===== src/rtl/switch_debouncer_debounce_bit.sv =====
// Debounces one raw switch/button: synchronizer, stability counter, level register
// and the rise/fall/toggle flags that hang off the accepted level.
module debounce_bit #(
    parameter int DEBOUNCE_CYCLES = 1000000,
    parameter int SYNC_STAGES     = 2
) (
    input  logic clk,
    input  logic rst,
    input  logic sw_raw,
    output logic sw_level,
    output logic sw_rise,
    output logic sw_fall,
    output logic sw_toggle
);

    localparam int CW = (DEBOUNCE_CYCLES > 1) ? $clog2(DEBOUNCE_CYCLES) : 1;
    localparam logic [CW-1:0] TERM_COUNT = CW'(DEBOUNCE_CYCLES - 1);

    typedef enum logic {
        ST_STABLE   = 1'b0,
        ST_CHANGING = 1'b1
    } state_t;

    logic [SYNC_STAGES-1:0] r_sync;
    logic                   w_sync;
    state_t                 r_state;
    logic [CW-1:0]          r_count;
    logic                   r_level;
    logic                   r_rise;
    logic                   r_fall;
    logic                   r_toggle;

    // Plain shift chain into the clock domain; the last stage is the only one used.
    always_ff @(posedge clk) begin
        if (rst) begin
            r_sync <= '0;
        end else begin
            r_sync <= {r_sync[SYNC_STAGES-2:0], sw_raw};
        end
    end

    assign w_sync = r_sync[SYNC_STAGES-1];

    // A new level is accepted only after DEBOUNCE_CYCLES consecutive differing samples;
    // any sample matching the current level, even on the terminal cycle, aborts the count.
    always_ff @(posedge clk) begin
        if (rst) begin
            r_state  <= ST_STABLE;
            r_count  <= '0;
            r_level  <= 1'b0;
            r_rise   <= 1'b0;
            r_fall   <= 1'b0;
            r_toggle <= 1'b0;
        end else begin
            r_rise   <= 1'b0;
            r_fall   <= 1'b0;
            r_toggle <= r_toggle ^ r_rise;
            case (r_state)
                ST_STABLE: begin
                    r_count <= '0;
                    if (w_sync != r_level) begin
                        r_state <= ST_CHANGING;
                        r_count <= CW'(1);
                    end
                end
                ST_CHANGING: begin
                    if (w_sync == r_level) begin
                        r_state <= ST_STABLE;
                        r_count <= '0;
                    end else if (r_count == TERM_COUNT) begin
                        r_state <= ST_STABLE;
                        r_count <= '0;
                        r_level <= w_sync;
                        r_rise  <= w_sync;
                        r_fall  <= ~w_sync;
                    end else begin
                        r_count <= r_count + CW'(1);
                    end
                end
                default: begin
                    r_state <= ST_STABLE;
                    r_count <= '0;
                end
            endcase
        end
    end

    assign sw_level  = r_level;
    assign sw_rise   = r_rise;
    assign sw_fall   = r_fall;
    assign sw_toggle = r_toggle;

endmodule


===== src/rtl/switch_debouncer.sv =====
// Board-input front end: one independent debouncer per switch/button bit.
module switch_debouncer #(
    parameter int WIDTH           = 4,
    parameter int DEBOUNCE_CYCLES = 1000000,
    parameter int SYNC_STAGES     = 2
) (
    input  logic             clk,
    input  logic             rst,
    input  logic [WIDTH-1:0] sw_raw,
    output logic [WIDTH-1:0] sw_level,
    output logic [WIDTH-1:0] sw_rise,
    output logic [WIDTH-1:0] sw_fall,
    output logic [WIDTH-1:0] sw_toggle
);

    for (genvar g = 0; g < WIDTH; g++) begin : g_bit
        debounce_bit #(
            .DEBOUNCE_CYCLES(DEBOUNCE_CYCLES),
            .SYNC_STAGES    (SYNC_STAGES)
        ) u_debounce_bit (
            .clk      (clk),
            .rst      (rst),
            .sw_raw   (sw_raw[g]),
            .sw_level (sw_level[g]),
            .sw_rise  (sw_rise[g]),
            .sw_fall  (sw_fall[g]),
            .sw_toggle(sw_toggle[g])
        );
    end

endmodule


===== config.mk =====
export PLATFORM = sky130hd
export DESIGN_NAME = switch_debouncer
export DESIGN_NICKNAME = d
export VERILOG_FILES = /design/src/rtl/switch_debouncer_debounce_bit.sv /design/src/rtl/switch_debouncer.sv
export SDC_FILE = /design/constraint.sdc
export NUM_CORES = 1
export LEC_CHECK = 0
export CAP_MARGIN = 20
export CORE_ASPECT_RATIO = 2
export CORE_UTILIZATION = 45
export CTS_BUF_LIST = sky130_fd_sc_hd__clkbuf_4 sky130_fd_sc_hd__clkbuf_8
export DETAILED_ROUTE_END_ITERATION = 7
export GPL_ROUTABILITY_DRIVEN = 1
export PLACE_DENSITY_LB_ADDON = 0.1
export SLEW_MARGIN = 20
export SYNTH_ARGS = -nofsm -noshare
export SYNTH_HDL_FRONTEND = slang
export SYNTH_HIERARCHICAL = 1
export SYNTH_SLANG_ARGS = --single-unit

===== constraint.sdc =====
create_clock -name clk -period 2.1 [get_ports clk]
set_input_delay 0.42 -clock clk [delete_from_list [all_inputs] [get_ports clk]]
set_output_delay 0.42 -clock clk [all_outputs]
set_load 0.02 [all_outputs]

==> impl_metrics.py <==
metrics = {
    "status": {
        "status": "finished, final reports clean",
    },
    "yosys": {
        "syn_area_mm2": 0.00477,
        "syn_nets": 526,
        "syn_avg_cell_area_um2": 9.24,
        "synth_area_leader_cell": "dfxtp_1",
        "synth_warnings": 6,
        "synth.distinct_cells": 41,
        "ys_ff_latch": 108,
        "synth_area_leaders": "dfxtp_1 45%, xnor2_1 5.0%, nor2_1 4.9%, xor2_1 4.8%, a21oi_1 3.8%",
        "ys_seq_area_share_pct": 45.4,
        "postSynthCellCount": 516,
        "netlist.area_leader.share_pct": 45.4,
    },
    "power_and_ir_drop": {
        "power_density_mw_per_mm2": 628,
        "p_total_mw": 3.47,
        "leakagePower_nw": 1.81,
        "ir_drop_v": 0.000383,
    },
    "worst_hold_path": {
        "worstHoldPathType": "flop to flop",
        "hold_depth": 1,
    },
    "clock_tree": {
        "post_cts.repair.setup_buffers": 0,
        "htreeDepth": 3,
        "cts-resized-gates": 0,
        "cts_buffers": 9,
        "hold_buffers": 0,
        "path_clk_slew_ps": 110,
        "clock_latency_ps": 390,
        "cts_buffer_depth": 2,
        "cts_tree": "done",
        "numClockSinks": 108,
        "cts_root_buf": "clkbuf_8",
    },
    "sta": {
        "tns_ps": 0,
        "post-route-min-period_ps": 2000,
        "worst_slack_ps": 96.0,
        "tightest_slew_ps": 510,
        "relSlewSlack_pct": 65.7,
        "holdWs_ps": 444,
        "period_share_pct": 95.4,
        "finalMaxSlewViolations": 0,
        "max_freq_mhz": 499,
        "grt_setup_unrepaired": "no",
        "finalHoldViolCount": 0,
        "setup_viol": 0,
        "finalClockSkew_ps": 8.65,
    },
    "drt": {
        "wl_um": 9570,
        "routed.top_layer": "met4",
        "first_iter_violations": 153,
        "vias": 3814,
        "route.detailed.drc": 0,
        "drtPass1Iterations": 4,
        "wl_per_cell_um": 13.5,
        "met2WireLength_um": 5220,
        "routed-wl-met3_um": 195,
        "vias_per_cell": 5.39,
        "m1WireLength_um": 3920,
        "postRouteAntennaNets": 0,
    },
    "grt": {
        "grt_pass1_vias": 3816,
        "grt_use_total_pct": 19.1,
        "grt_overflow": 0,
        "grt_max_degree": 27,
        "antenna_found_initial": 0,
        "grt_pass1_wl_um": 16600,
    },
    "place": {
        "dp_hpwl_um": 7090,
        "dp_slack_ps": 89.4,
        "gp_congestion": 0.835,
        "port-buffer-count": 21,
    },
    "setup_path": {
        "slowest_delay_ps": 590,
        "crit_path_max_fanout": 12,
        "worstPathArrival_ps": 2280,
        "worstPathRequired_ps": 2370,
        "cp_slowest_cell": "or4_4",
        "critical_path_class": "flop to flop",
        "crit_path_end_kind": "flop",
        "start_kind": "flop",
        "ff2ff_path_depth": 5,
        "path_cells": "or4b_1 -> or4_4 -> o21ai_4 -> buf_4 -> a21oi_1",
    },
    "layout": {
        "fillCellCount": 991,
        "syn2layout_area_growth_pct": 15.9,
        "drive_gt1_share_pct": 12.2,
        "nNetsFinal": 578,
        "diodes": 0,
    },
    "floorplan": {
        "placementRows": 52,
        "die_area_mm2": 0.0110,
        "dieHeight_um": 148,
        "io_pins": 22,
        "fp.dieW_um": 74.8,
        "initial_core_util_pct": 46.7,
        "placeableCoreArea_mm2": 0.0102,
    },
    "flow_run": {
        "maxCapViolCount": 0,
    },
}
layout make-up:
cell class              count  area (um^2)  share of cell area, %
multi-input cells         383         2430                   43.9
flip-flops and latches    108         2160                   39.1
repair buffers             54          508                   9.19
well taps                 135          169                   3.06
clock buffers               9          124                   2.24
clock inverters             7         90.1                   1.63
inverters                  12         45.0                  0.815
placed cells by master, fill, tap and decap left out, types with 3 or more instances in the layout:
master           instances
and4_1                   6
and2_1                   6
nand2_1                 20
and3b_1                  3
xnor2_1                 27
inv_8                    3
nor3_1                   8
or4b_1                   3
or4_1                   22
o31ai_1                 18
buf_4                   29
nor2b_1                  8
nor2_1                  62
a21oi_1                 36
nand3_1                 34
nand2b_1                 5
or4_4                    4
clkbuf_8                 9
dfxtp_1                108
or3_1                    9
and4b_1                  3
and3_1                  10
clkdlybuf4s50_1         21
o21ai_4                  3
a21o_1                   4
nor4_1                   4
ha_1                     4
nand3b_1                 3
buf_12                   4
xor2_1                  26
inv_1                   12
o21ai_0                 12
nand4_1                 24
and4_2                   4
and2_2                   6
per-stage QoR:
step,cell area [um^2],std cells,utilization [%]
finish,5530,708,54.1
global route,5530,708,54.1
CTS,5530,708,54.1
detailed placement,5310,692,52.0
global placement,5310,692,52.0
floorplan,4770,516,-
layer usage:
layer	vias up	GRT usage (%)
met4	0	8.49
met1	1788	19.8
li1	1966	-
met3	21	3.68
met2	39	35.5
met5	-	0
cells by family (layout without fill, tap and decap cells):
group           count (synthesis)  count (layout)  synth area share [%]
simple gates                  250             250                  30.1
buf+inv                        25              82                  3.70
xor+xnor                       53              53                  9.74
flops                         108             108                  45.4
compound gates                 76              76                  10.0
fa+ha+maj                       4               4                  1.05
cells in the mapped netlist (all sizes together):
library cell / number
a211oi: 2
a21o: 4
a21oi: 36
and2: 12
and3: 10
and3b: 3
and4: 10
and4b: 3
and4bb: 1
buf: 10
clkbuf: 3
dfxtp: 108
ha: 4
inv: 12
nand2: 20
nand2b: 5
nand3: 34
nand3b: 3
nand4: 24
nor2: 62
nor2b: 8
nor3: 8
nor4: 4
nor4b: 1
o21ai: 16
o31ai: 18
or2: 3
or3: 9
or3b: 1
or4: 26
or4b: 3
xnor2: 27
xor2: 26
registers in the layout, summed over array words and instances, names as in the netlist:
name                            flops
g_bit.u_debounce_bit/sw_level       4
g_bit.u_debounce_bit/r_count       80
g_bit.u_debounce_bit/r_state        4
g_bit.u_debounce_bit/sw_toggle      4
g_bit.u_debounce_bit/sw_fall        4
g_bit.u_debounce_bit/r_sync         8
g_bit.u_debounce_bit/sw_rise        4
worst paths after layout:
kind / startpoint / to / slack [ps]
setup / recovery: g_bit[1].u_debounce_bit/r_count[10]$_SDFF_PP0_ / g_bit[1].u_debounce_bit/r_count[16]$_SDFF_PP0_ / 100
hold / removal: g_bit[0].u_debounce_bit/r_sync[0]$_SDFF_PP0_ / g_bit[0].u_debounce_bit/r_sync[1]$_SDFF_PP0_ / 440
setup reg to reg: g_bit[1].u_debounce_bit/r_count[10]$_SDFF_PP0_ / g_bit[1].u_debounce_bit/r_count[16]$_SDFF_PP0_ / 100
hold reg to reg: g_bit[0].u_debounce_bit/r_sync[0]$_SDFF_PP0_ / g_bit[0].u_debounce_bit/r_sync[1]$_SDFF_PP0_ / 440
worst max-delay path, delay by kind of cell, from the launching register on:
| family | cells | cell delay [ps] |
|---|---|---|
| AOI/OAI and AO/OA | 2 | 200 |
| DFF | 1 | 360 |
| buffers and inverters | 1 | 200 |
| and+or+nand+nor | 2 | 1140 |
power by group:
| group | switching, mW | leakage (nW) | total (mW) | internal (mW) |
|---|---|---|---|---|
| Clock | 0.778 | 0.110 | 1.36 | 0.585 |
| Combinational | 0.0177 | 0.824 | 0.0411 | 0.0234 |
| Sequential | 0.00773 | 0.872 | 2.07 | 2.06 |
| Total | 0.804 | 1.81 | 3.47 | 2.67 |
(Power assumes the default switching activity.)
